File: src/rtl/multiciclo_sequencer.sv
// Control FSM for the RV32I multicycle datapath: fetch, decode, execute, memory, write-back.
// Define INSTR_COUNT_EN to add the 32-bit retired-instruction counter output instret.
module multiciclo_sequencer #(
  parameter int WAIT_LIMIT = 16,
  parameter int STATE_W    = 4
) (
  input  logic               clock,
  input  logic               reset,
  input  logic [6:0]         opcode,
  input  logic               mem_ready,
  output logic               MemoryAddressOrigin,
  output logic               ReadMemory,
  output logic               WriteMemory,
  output logic               WriteInstructionRegister,
  output logic               WriteCurrentPC,
  output logic               WritePC,
  output logic               Branch,
  output logic               PCOrigin,
  output logic [1:0]         RegisterInputOrigin,
  output logic               WriteRegister,
  output logic [1:0]         ALUInputAOrigin,
  output logic [1:0]         ALUInputBOrigin,
  output logic [1:0]         ALUOp,
  output logic               halted,
  output logic [1:0]         fault,
  output logic [STATE_W-1:0] state_dbg
`ifdef INSTR_COUNT_EN
  ,
  output logic [31:0]        instret
`endif
);

  typedef enum logic [STATE_W-1:0] {
    FETCH, DECODE, EXEC_R, EXEC_I, LUI, WB_ALU, MEM_ADDR, MEM_READ,
    WB_MEM, MEM_WRITE, BRANCH, JAL, JALR, HALT, TRAP
  } stateT;

  localparam int CNT_W = (WAIT_LIMIT > 2) ? $clog2(WAIT_LIMIT) : 1;

  stateT            state;
  stateT            nextState;
  logic [CNT_W-1:0] waitCount;
  logic             waitState;
  logic             timeout;
  logic             setIllegal;
  logic             setTimeout;

  assign state_dbg = state;
  assign waitState = (state == FETCH) || (state == MEM_READ) || (state == MEM_WRITE);
  assign timeout   = (WAIT_LIMIT != 0) && !mem_ready &&
                     (waitCount == CNT_W'(WAIT_LIMIT - 1));

  // A ready that lands on the last allowed wait cycle takes priority over the timeout.
  always_comb begin
    nextState  = state;
    setIllegal = 1'b0;
    setTimeout = 1'b0;
    case (state)
      FETCH: begin
        if (mem_ready) begin
          nextState = DECODE;
        end else if (timeout) begin
          nextState  = TRAP;
          setTimeout = 1'b1;
        end
      end
      DECODE: begin
        case (opcode)
          7'b0110011:             nextState = EXEC_R;
          7'b0010011:             nextState = EXEC_I;
          7'b0000011, 7'b0100011: nextState = MEM_ADDR;
          7'b1100011:             nextState = BRANCH;
          7'b1101111:             nextState = JAL;
          7'b1100111:             nextState = JALR;
          7'b0110111:             nextState = LUI;
          7'b0010111:             nextState = WB_ALU;
          7'b1110011:             nextState = HALT;
          default: begin
            nextState  = TRAP;
            setIllegal = 1'b1;
          end
        endcase
      end
      EXEC_R, EXEC_I, LUI: nextState = WB_ALU;
      WB_ALU, WB_MEM, BRANCH, JAL, JALR: nextState = FETCH;
      MEM_ADDR: nextState = opcode[5] ? MEM_WRITE : MEM_READ;
      MEM_READ, MEM_WRITE: begin
        if (mem_ready) begin
          nextState = (state == MEM_READ) ? WB_MEM : FETCH;
        end else if (timeout) begin
          nextState  = TRAP;
          setTimeout = 1'b1;
        end
      end
      default: nextState = state;
    endcase
  end

  always_ff @(posedge clock) begin
    if (reset) begin
      state     <= FETCH;
      waitCount <= '0;
      halted    <= 1'b0;
      fault     <= 2'b00;
`ifdef INSTR_COUNT_EN
      instret   <= '0;
`endif
    end else begin
      state <= nextState;
      if (nextState != state) begin
        waitCount <= '0;
      end else if (waitState && !mem_ready) begin
        waitCount <= waitCount + 1'b1;
      end
      if (nextState == HALT) begin
        halted <= 1'b1;
      end
      if (setIllegal) begin
        fault <= 2'b01;
      end else if (setTimeout) begin
        fault <= 2'b10;
      end
`ifdef INSTR_COUNT_EN
      if ((state != FETCH) && (nextState == FETCH)) begin
        instret <= instret + 32'd1;
      end
`endif
    end
  end

  // Moore decode, except FETCH gates its writes on mem_ready; reset kills every enable.
  always_comb begin
    MemoryAddressOrigin      = 1'b0;
    ReadMemory               = 1'b0;
    WriteMemory              = 1'b0;
    WriteInstructionRegister = 1'b0;
    WriteCurrentPC           = 1'b0;
    WritePC                  = 1'b0;
    Branch                   = 1'b0;
    PCOrigin                 = 1'b0;
    RegisterInputOrigin      = 2'b00;
    WriteRegister            = 1'b0;
    ALUInputAOrigin          = 2'b00;
    ALUInputBOrigin          = 2'b00;
    ALUOp                    = 2'b00;
    case (state)
      FETCH: begin
        ReadMemory = 1'b1;
        if (mem_ready) begin
          WriteInstructionRegister = 1'b1;
          WriteCurrentPC           = 1'b1;
          ALUInputAOrigin          = 2'b01;
          ALUInputBOrigin          = 2'b01;
          WritePC                  = 1'b1;
        end
      end
      DECODE: ALUInputBOrigin = 2'b10;
      EXEC_R: begin
        ALUInputAOrigin = 2'b10;
        ALUOp           = 2'b10;
      end
      EXEC_I: begin
        ALUInputAOrigin = 2'b10;
        ALUInputBOrigin = 2'b10;
        ALUOp           = 2'b11;
      end
      LUI: begin
        ALUInputAOrigin = 2'b11;
        ALUInputBOrigin = 2'b10;
      end
      WB_ALU: WriteRegister = 1'b1;
      MEM_ADDR: begin
        ALUInputAOrigin = 2'b10;
        ALUInputBOrigin = 2'b10;
      end
      MEM_READ: begin
        MemoryAddressOrigin = 1'b1;
        ReadMemory          = 1'b1;
      end
      WB_MEM: begin
        RegisterInputOrigin = 2'b10;
        WriteRegister       = 1'b1;
      end
      MEM_WRITE: begin
        MemoryAddressOrigin = 1'b1;
        WriteMemory         = 1'b1;
      end
      BRANCH: begin
        ALUInputAOrigin = 2'b10;
        ALUOp           = 2'b01;
        Branch          = 1'b1;
        PCOrigin        = 1'b1;
      end
      JAL: begin
        RegisterInputOrigin = 2'b01;
        WriteRegister       = 1'b1;
        PCOrigin            = 1'b1;
        WritePC             = 1'b1;
      end
      JALR: begin
        ALUInputAOrigin     = 2'b10;
        ALUInputBOrigin     = 2'b10;
        WritePC             = 1'b1;
        RegisterInputOrigin = 2'b01;
        WriteRegister       = 1'b1;
      end
      default: ;
    endcase
    if (reset) begin
      ReadMemory               = 1'b0;
      WriteMemory              = 1'b0;
      WriteInstructionRegister = 1'b0;
      WriteCurrentPC           = 1'b0;
      WritePC                  = 1'b0;
      Branch                   = 1'b0;
      WriteRegister            = 1'b0;
    end
  end

endmodule

File: config.mk
export PLATFORM = sky130hd
export DESIGN_NAME = multiciclo_sequencer
export DESIGN_NICKNAME = d
export VERILOG_FILES = /design/src/rtl/multiciclo_sequencer.sv
export SDC_FILE = /design/constraint.sdc
export NUM_CORES = 1
export LEC_CHECK = 0
export ABC_AREA = 1
export BUFFER_PORTS_ARGS = -buffer_cell sky130_fd_sc_hd__clkbuf_2
export CAP_MARGIN = 20
export CORE_MARGIN = 5
export CORE_UTILIZATION = 50
export CTS_BUF_LIST = sky130_fd_sc_hd__clkbuf_8
export CTS_CLUSTER_DIAMETER = 100
export CTS_CLUSTER_SIZE = 24
export DETAILED_ROUTE_END_ITERATION = 7
export HOLD_SLACK_MARGIN = 0.12
export PLACE_DENSITY = 0.78
export SLEW_MARGIN = 15
export SYNTH_ARGS = -nofsm -noshare
export SYNTH_HDL_FRONTEND = slang
export SYNTH_SLANG_ARGS = --single-unit
File: constraint.sdc
create_clock -name clock -period 1.9 [get_ports clock]
set_clock_uncertainty 0.15 [all_clocks]
set_input_delay 0.475 -clock clock [delete_from_list [all_inputs] [get_ports clock]]
set_output_delay 0.475 -clock clock [all_outputs]
set_load 0.01 [all_outputs]
==> out/qor.yml <==
synth_fa_ha_area_share_pct: 1.136
fmax_mhz: 499.1
rsz0062_at_grt: "true"
whs_path_depth: 2
synth_warnings: 0
drt_first_pass_iters: 4
multiInputGateArea_um2: 835.8
pwr-share-seq_pct: 17.9
overflow: 0
violations: "negative setup slack"
reg2reg_from: "state_dbg[2]$_SDFF_PP0_"
synth_top_family_by_area: "simple AND/OR/NAND/NOR gates"
r2r_slack_ns: -0.03
slew_viol_final: 0
core_area_um2: 2148
p_int_mw: 1.078
port_buffers: 33
netlist_area_um2: 1101
hp-class: "reg2reg"
synth_area_per_cell_um2: 5.646
critical_path.startpoint: "state_dbg[2]$_SDFF_PP0_"
r2r-end: "waitCount[3]$_SDFFE_PP0P_"
htreeDepth: 1
cp.arrival_ns: 1.38
period_share_pct: 105.4
synth.top_cells.by_area: "dfxtp_1, nand2_1, nor2_1"
p_sw_share_pct: 50.00
fin_setup_tns_ns: -0.6319
synthCells: 195
min_period_ns: 2.004
nets: 265
peakVddDrop_mv: 0.8218
cp-start-kind: "flip-flop"
synthMuxAreaShare_pct: 0.9091
dp_hpwl_um: 2451
grt_pass1_vias: 1339
dieArea_um2: 3240
cts_tree: "yes"
powerDensity_nw_per_um2: 1313
yosys.area.top_type: "dfxtp_1"
clk_pin_slew_ns: 0.05
die_h_um: 56.93
pwr-share-comb_pct: 71.1
place_area_um2: 1355
antenna_found_initial: 0
drive_gt1_share_pct: 43.48
leakagePower_nw: 0.9337
fin_hold_ws_ns: 0.3135
critPathMaxFanout: 5
p_sw_mw: 1.078
drt-initial-drc-count: 32
finalWorstSetupSlack_ns: -0.1035
slew_headroom_pct: 81.53
r2r_cells: 11
utilization_pct: 76.41
vias: 1457
synthSimpleGateAreaFrac_pct: 52.39
stdcell_count: 281
n_fill_cell: 181
synth.distinct_cells: 26
power_frac_clock_pct: 11.0
setup_viol: 14
power_mw: 2.155
endpoint_kind: "output port"
die_w_um: 56.93
clock-root-buffer: "clkbuf_8"
fin_area_um2: 1642
endpoint: "WriteRegister"
io_pins: 34
synth-seq-area-share_pct: 20.00
via_per_inst: 5.185
clock_path_buffers: 2
ys_seq_elements: 11
grt_max_degree: 13
ant_nets: 0
grt_pass1_wl_um: 5609
maxCapViolCount: 0
row_count: 17
final_cell_mix: "nand2_1, clkbuf_2, inv_1, buf_4, nor2_1"
gp_congestion: 0.9109
status: "complete, but fails checks"
start_util_pct: 51.25
hold_viol: 0
track_usage_pct: 21.35
place_ws_ns: -0.03480
synth_compound_area_share_pct: 10.34
wl_per_cell_um: 12.71
cts_sinks: 11
routed_wl_um: 3572
placed_cells: 263
drc_errors: 0
syn_nets: 206
cts_buffers: 3
worstMarginPinSlew_ns: 0.2770
required_ns: 1.27
regArea_um2: 235.2
area_delta_synth_final_pct: 49.09
clkLatencyLatePin_ns: 0.24
num_antenna_cells: 0
layout_commonest_cell: "nand2_1"
synth_top_area_share_pct: 20.00
critical_path_class: "reg2out"
synthXorXnorAreaFrac_pct: 2.386
==> per-layer routing <==
metal,track usage (%),up-vias,wire (µm)
li1,-,732,-
met1,24.31,663,1465
met2,38.50,52,1789
met3,5.747,10,240
met4,6.291,0,78
met5,0,-,0
==> flip-flops by register name, indices dropped and copies added, names as in the netlist <==
| name | flops |
|---|---|
| state_dbg | 4 |
| halted | 1 |
| fault | 2 |
| waitCount | 4 |
==> how the worst min path moves through the flow <==
stage,from,to,slack (ns)
floorplan,halted$_SDFFE_PP0N_,halted$_SDFFE_PP0N_,0.32
global placement,halted$_SDFFE_PP0N_,halted$_SDFFE_PP0N_,0.29
detailed placement,halted$_SDFFE_PP0N_,halted$_SDFFE_PP0N_,0.30
CTS,halted$_SDFFE_PP0N_,halted$_SDFFE_PP0N_,0.32
global route,halted$_SDFFE_PP0N_,halted$_SDFFE_PP0N_,0.35
finish,halted$_SDFFE_PP0N_,halted$_SDFFE_PP0N_,0.31
==> area by class of cell <==
class	instances	area share (%)
Clock buffer	3	2.515
Timing Repair Buffer	57	22.03
Tap cell	28	2.134
Clock inverter	1	0.3049
Multi-Input combinational cell	150	50.91
Inverter	31	7.774
Sequential cell	11	14.33
==> cells in the mapped netlist (all sizes together) <==
master	n
nand4	5
a21oi	13
dfxtp	11
nand2	58
clkbuf	1
buf	2
o211ai	1
o21ai	7
xor2	3
or2	1
a31oi	1
ha	1
nand3	22
nor2	36
mux2i	1
inv	29
nor3	1
clkinv	2
==> power by group through the flow <==
stage               combinational, mW  sequential (mW)  clock (mW)
floorplan                       0.789            0.365           0
global placement                 1.15            0.362           0
detailed placement               1.16            0.362           0
CTS                              1.28            0.388       0.239
global route                     1.66            0.391       0.259
finish                           1.53            0.386       0.236
==> worst max-delay path, cell delays in order (launching register included) <==
cell and delay [ns]:
dfxtp_4 0.38, buf_12 0.12, nand2_1 0.11, nor2_1 0.16
a21oi_2 0.07, a21oi_1 0.15, buf_2 0.15
==> what timing repair did <==
item,CTS,global route
buffers inserted,7,7
gates resized for setup,22,25
hold buffers,0,0
endpoints found under the setup margin,15,19
gates cloned,0,0
pin swaps,4,14
==> cell families after synthesis <==
group           after synthesis
simple gates                123
buf+inv                      34
compound gates               22
flops                        11
xor+xnor                      3
mux                           1
fa+ha+maj                     1
(Power assumes the default switching activity.)
